$ cat config.mk
export PLATFORM = sky130hd
export DESIGN_NAME = y86_stage_ctrl
export DESIGN_NICKNAME = d
export VERILOG_FILES = /design/src/rtl/y86_stage_ctrl.sv
export SDC_FILE = /design/constraint.sdc
export NUM_CORES = 1
export LEC_CHECK = 0
export CORE_UTILIZATION = 45
export DETAILED_ROUTE_END_ITERATION = 8
export PLACE_DENSITY = 0.82
export SYNTH_ARGS = -nofsm -noshare
export SYNTH_HDL_FRONTEND = slang
export SYNTH_SLANG_ARGS = --single-unit
$ cat constraint.sdc
create_clock -name clk -period 2.7 [get_ports clk]
set_input_delay 0.27 -clock clk [delete_from_list [all_inputs] [get_ports clk]]
set_output_delay 0.27 -clock clk [all_outputs]
set_load 0.02 [all_outputs]
$ cat src/rtl/y86_stage_ctrl.sv
// Multi-cycle Y86 stage sequencer: walks FETCH..PCUPD per instruction, bounds memory waits,
// latches processor status on halt/fault, and keeps busy-cycle and retired-instruction counters.
module y86_stage_ctrl #(
  parameter int unsigned MEM_TMO = 15
) (
  input  logic        clk,
  input  logic        rst,
  input  logic        run,
  input  logic [3:0]  icode,
  input  logic        mem_ack,
  input  logic        mem_err,
  output logic        f_en,
  output logic        d_en,
  output logic        e_en,
  output logic        m_en,
  output logic        w_en,
  output logic        pc_en,
  output logic        mem_req,
  output logic [2:0]  stat,
  output logic        busy,
  output logic [3:0]  state,
  output logic [31:0] cyc_cnt,
  output logic [31:0] inst_cnt
);

  typedef enum logic [3:0] {
    S_IDLE   = 4'd0,
    S_FETCH  = 4'd1,
    S_DECODE = 4'd2,
    S_EXEC   = 4'd3,
    S_MEM    = 4'd4,
    S_WB     = 4'd5,
    S_PCUPD  = 4'd6,
    S_HALT   = 4'd7
  } state_e;

  typedef enum logic [2:0] {
    STAT_AOK = 3'd1,
    STAT_HLT = 3'd2,
    STAT_ADR = 3'd3,
    STAT_INS = 3'd4
  } stat_e;

  localparam int TMR_W = (MEM_TMO > 1) ? $clog2(MEM_TMO + 1) : 1;
  localparam logic [TMR_W-1:0] TMR_LAST = TMR_W'(MEM_TMO - 1);

  state_e           state_q, state_nxt;
  stat_e            stat_q, stat_nxt;
  logic [3:0]       icode_q;
  logic [TMR_W-1:0] mem_tmr;
  logic             tmo_hit;
  logic             is_mem_op;

  // Timer value k means the current MEM cycle is the (k+1)-th; the last allowed one aborts.
  assign tmo_hit   = (mem_tmr == TMR_LAST);
  assign is_mem_op = icode_q inside {4'h4, 4'h5, 4'h8, 4'h9, 4'hA, 4'hB};

  // NOTE: every variable gets a default before the case so no path leaves it unassigned (no latch).
  always_comb begin
    state_nxt = state_q;
    stat_nxt  = stat_q;
    unique case (state_q)
      S_IDLE:   if (run) state_nxt = S_FETCH;
      S_FETCH:  state_nxt = S_DECODE;
      S_DECODE: begin
        if (icode == 4'h0) begin
          state_nxt = S_HALT;
          stat_nxt  = STAT_HLT;
        end else if (icode > 4'hB) begin
          state_nxt = S_HALT;
          stat_nxt  = STAT_INS;
        end else begin
          state_nxt = S_EXEC;
        end
      end
      S_EXEC:   state_nxt = is_mem_op ? S_MEM : S_WB;
      S_MEM: begin
        // An acknowledge in the timeout cycle still completes the access.
        if (mem_ack) begin
          if (mem_err) begin
            state_nxt = S_HALT;
            stat_nxt  = STAT_ADR;
          end else begin
            state_nxt = S_WB;
          end
        end else if (tmo_hit) begin
          state_nxt = S_HALT;
          stat_nxt  = STAT_ADR;
        end
      end
      S_WB:     state_nxt = S_PCUPD;
      S_PCUPD:  state_nxt = run ? S_FETCH : S_IDLE;
      S_HALT:   state_nxt = S_HALT;
      default:  state_nxt = S_IDLE;
    endcase
  end

  // NOTE: sequential state uses non-blocking assignments so all registers update from pre-edge values.
  always_ff @(posedge clk or posedge rst) begin
    if (rst) begin
      state_q <= S_IDLE;
      stat_q  <= STAT_AOK;
      icode_q <= 4'h0;
      mem_tmr <= '0;
    end else begin
      state_q <= state_nxt;
      stat_q  <= stat_nxt;
      if (state_q == S_DECODE) icode_q <= icode;
      mem_tmr <= (state_q == S_MEM && state_nxt == S_MEM) ? mem_tmr + 1'b1 : '0;
    end
  end

  // Strobes are registered from the next state so they stay one-hot with state_q.
  always_ff @(posedge clk or posedge rst) begin
    if (rst) begin
      f_en    <= 1'b0;
      d_en    <= 1'b0;
      e_en    <= 1'b0;
      m_en    <= 1'b0;
      w_en    <= 1'b0;
      pc_en   <= 1'b0;
      mem_req <= 1'b0;
    end else begin
      f_en    <= (state_nxt == S_FETCH);
      d_en    <= (state_nxt == S_DECODE);
      e_en    <= (state_nxt == S_EXEC);
      m_en    <= (state_nxt == S_MEM);
      w_en    <= (state_nxt == S_WB);
      pc_en   <= (state_nxt == S_PCUPD);
      mem_req <= (state_nxt == S_MEM);
    end
  end

  always_ff @(posedge clk or posedge rst) begin
    if (rst) begin
      cyc_cnt  <= 32'd0;
      inst_cnt <= 32'd0;
    end else begin
      if (busy)               cyc_cnt  <= cyc_cnt + 32'd1;
      if (state_q == S_PCUPD) inst_cnt <= inst_cnt + 32'd1;
    end
  end

  assign busy  = (state_q != S_IDLE) && (state_q != S_HALT);
  assign state = state_q;
  assign stat  = stat_q;

endmodule

==> reports/results.txt <==
Via count -> 2982
Total CTS buffers -> 9
Sequential cell area fraction in the yosys report -> 53.6%
CTS sink cnt -> 84
Most frequent cells in the layout -> 87 x clkdlybuf4s50_1, 83 x dfrtp_1, 57 x xnor2_1
Gpl congestion -> 0.807
DIE WIDTH -> 95.4 um
Leakage power -> 2.14 nW
Post-Syn Area -> 3920 um^2
Relative slew slack -> 60.7%
TritonCTS clock tree -> built
Maximum clock frequency -> 400 MHz
Clock Latency Late Sink -> 0.35 ns
Critical Path Source Type -> flop
Mux cell area share after synthesis -> 0.862%
Largest net degree at the start of global routing -> 53
Global-route wire length before repair -> 13200 um
CTS clk-pin slew, worst paths -> 0.09 ns
Maximum root-to-sink buffer count -> 2
Mapped Cells -> 353
Critical Path Fanout Max -> 15
Average wire per standard cell -> 14.7 um
Synthesized area per cell -> 11.1 um^2
Vias per cell -> 5.38
Metal2 WL -> 3940 um
#FFs+latches synth -> 84
Iter 0 DRT Violations -> 71
Worst vdd ir -> 0.595 mV
Syn. warnings -> 0
Crit path time final -> 2.50 ns
Most common cell after layout, fill and taps aside -> clkdlybuf4s50_1
Slew Viols, Final -> 0
Row count -> 33
# fillers -> 672
Top sig layer -> met4
Core ar. -> 8340 um^2
Die height -> 95.4 um
Post-DP HPWL -> 5720 um
N_diodes -> 0
Distinct cells, synth -> 42
Slowest cell on crit path -> dfrtp_1
XOR/XNOR share of the synthesized area -> 14.5%
DR pass1 iterations -> 4
Final nets -> 458
Fin crit share -> 92.7%
DR WL met3 -> 297 um
Total setup buffers inserted after CTS -> 0
Crit. End Element -> primary output
Starting Density -> 47.0%
Synth-to-layout area growth -> 30.8%
Largest family of logic cells by synthesized area -> simple AND/OR/NAND/NOR gates
Final instance area -> 5130 um^2
# H-tree levels -> 3
DR DRC count -> 0
Worst path cell trace -> and4b_1 > nor2_1 > clkdlybuf4s50_1
Num ports -> 88
Die ar. -> 9090 um^2
Post-cts sizing count -> 0
Crit path DAT -> 2.23 ns
CP peak stage delay -> 0.66 ns
Worst-Margin Slew -> 0.589 ns
Final setup TNS -> 0 ns
Total gr overflow -> 0
Adder-Cell Fraction of Synth Area -> 1.28%
Simple-gate portion of the synthesized area -> 24.4%
Detailed Route WL -> 8170 um
Max-cap violation count -> 0
PD cells -> 672 nW/um^2
Final Hold Violating Endpoints -> 0
Initial antenna violation count -> 0
Post-CTS Hold Buffers -> 0
Synth Net Count -> 366
Final core occ -> 61.5%
Antenna-violating nets left -> 0
Final setup vio count -> 0
Worst hold path class -> in2async
Buffers on Ports -> 87
Root cell of the clock tree -> clkbuf_8
Setup CP Type -> reg2out
RSZ-0062 raised after global routing -> no
CP Data Required Time -> 2.43 ns
M1 WL -> 3740 um
Vias in the first global route -> 2782
Compound-gate portion of the synthesized area -> 2.39%
Placed Area -> 4920 um^2
Gr usage total -> 19.0%
Clock Skews -> 0.0125 ns
Share of cells above drive strength 1 -> 8.24%
Outcome -> finished clean
[cells by family after synthesis]
| kind of cell | after synthesis |
|---|---|
| simple gates | 158 |
| compound gates | 15 |
| buf+inv | 23 |
| mux | 3 |
| fa+ha+maj | 4 |
| flops | 84 |
| xor+xnor | 65 |
| other cells | 1 |
[cells in the mapped netlist]
cell type  count  area [um^2]
buf_2          6         30.0
xor2_1         8         70.1
and4b_1        1         10.0
clkbuf_1       3         11.3
nand2_1       29          109
inv_1         10         37.5
buf_4          2         15.0
a2111oi_0      1         8.76
nand4bb_4      1         27.5
nand4_1       33          206
dfstp_2        1         26.3
and4_1         8         70.1
or2_2          2         12.5
and3_1        10         62.6
nor3_1         7         35.0
xnor2_1       57          499
nor3b_2        1         12.5
o21bai_1       1         7.51
o2111ai_1      1         8.76
a31oi_1        2         12.5
dfrtp_1       83         2080
mux2_2         3         33.8
nor4_2         3         37.5
nor3b_1        3         22.5
a311oi_1       1         8.76
a21oi_1        5         25.0
buf_1          1         3.75
buf_6          1         11.3
nor2_1        15         56.3
nand3_1       23          115
o21ai_0        3         15.0
ha_1           4         50.1
nor4b_4        1         23.8
nor4_4         1         21.3
nor4b_1        2         17.5
nor4_1         3         18.8
nor2b_1        4         25.0
nand2b_1       1         6.26
and2_1         9         56.3
a21o_1         1         7.51
nand4_2        1         12.5
conb_1         1         3.75
[layout make-up]
class | count | area [um^2] | share of cell area, %
clock inverters | 3 | 45.0 | 0.878
well taps | 105 | 131 | 2.56
repair buffers | 94 | 936 | 18.2
inverters | 10 | 38.8 | 0.756
clock buffers | 12 | 165 | 3.22
multi-input cells | 246 | 1710 | 33.3
flip-flops and latches | 84 | 2100 | 41.0
[state kept, by name, indices dropped and copies added (netlist names)]
| signal | count |
|---|---|
| e_en | 1 |
| mem_req | 1 |
| mem_tmr | 4 |
| inst_cnt | 32 |
| d_en | 1 |
| w_en | 1 |
| f_en | 1 |
| cyc_cnt | 32 |
| icode_q | 3 |
| pc_en | 1 |
| stat | 3 |
| state | 4 |
[stage by stage]
stage / setup slack (ns) / power, mW / instances / hold WS (ns)
floorplan: 0.267 / 2.13 / 353 / 0.383
global placement: 0.620 / 2.49 / 539 / 0.466
detailed placement: 0.608 / 2.52 / 539 / 0.471
CTS: 0.203 / 3.47 / 554 / 0.305
global route: 0.110 / 3.61 / 554 / 0.333
finish: 0.198 / 3.45 / 554 / 0.301
[report_power, final]
group / internal [mW] / switching, mW
sequential: 1.40 / 0.180
clock: 0.499 / 0.449
combinational: 0.435 / 0.485
total: 2.33 / 1.11
[routing by layer]
metal | track usage, % | up-vias
met4 | 9.60 | 0
met1 | 24.9 | 1472
li1 | - | 1417
met5 | 0 | -
met3 | 3.27 | 15
met2 | 30.4 | 78
[final timing paths]
check / from / to / slack (ns) / cells after the start
hold / removal: rst / inst_cnt[13] / 0.30 / 2
max in group asynchronous: rst / stat[0] / 1.71 / 3
setup reg to reg: state[2] / inst_cnt[24] / 0.84 / 5
hold reg to reg: cyc_cnt[31] / cyc_cnt[31] / 0.47 / 1
setup / recovery: state[3] / busy / 0.20 / 3
min in group clk: cyc_cnt[31] / cyc_cnt[31] / 0.47 / 1
[worst max-delay path: cells and delay by family (launching register included)]
family | cells | cell delay [ns]
flops | 1 | 0.66
buf+inv | 1 | 0.66
simple gates | 2 | 0.56
No activity file was read; power rests on OpenSTA's default activity.
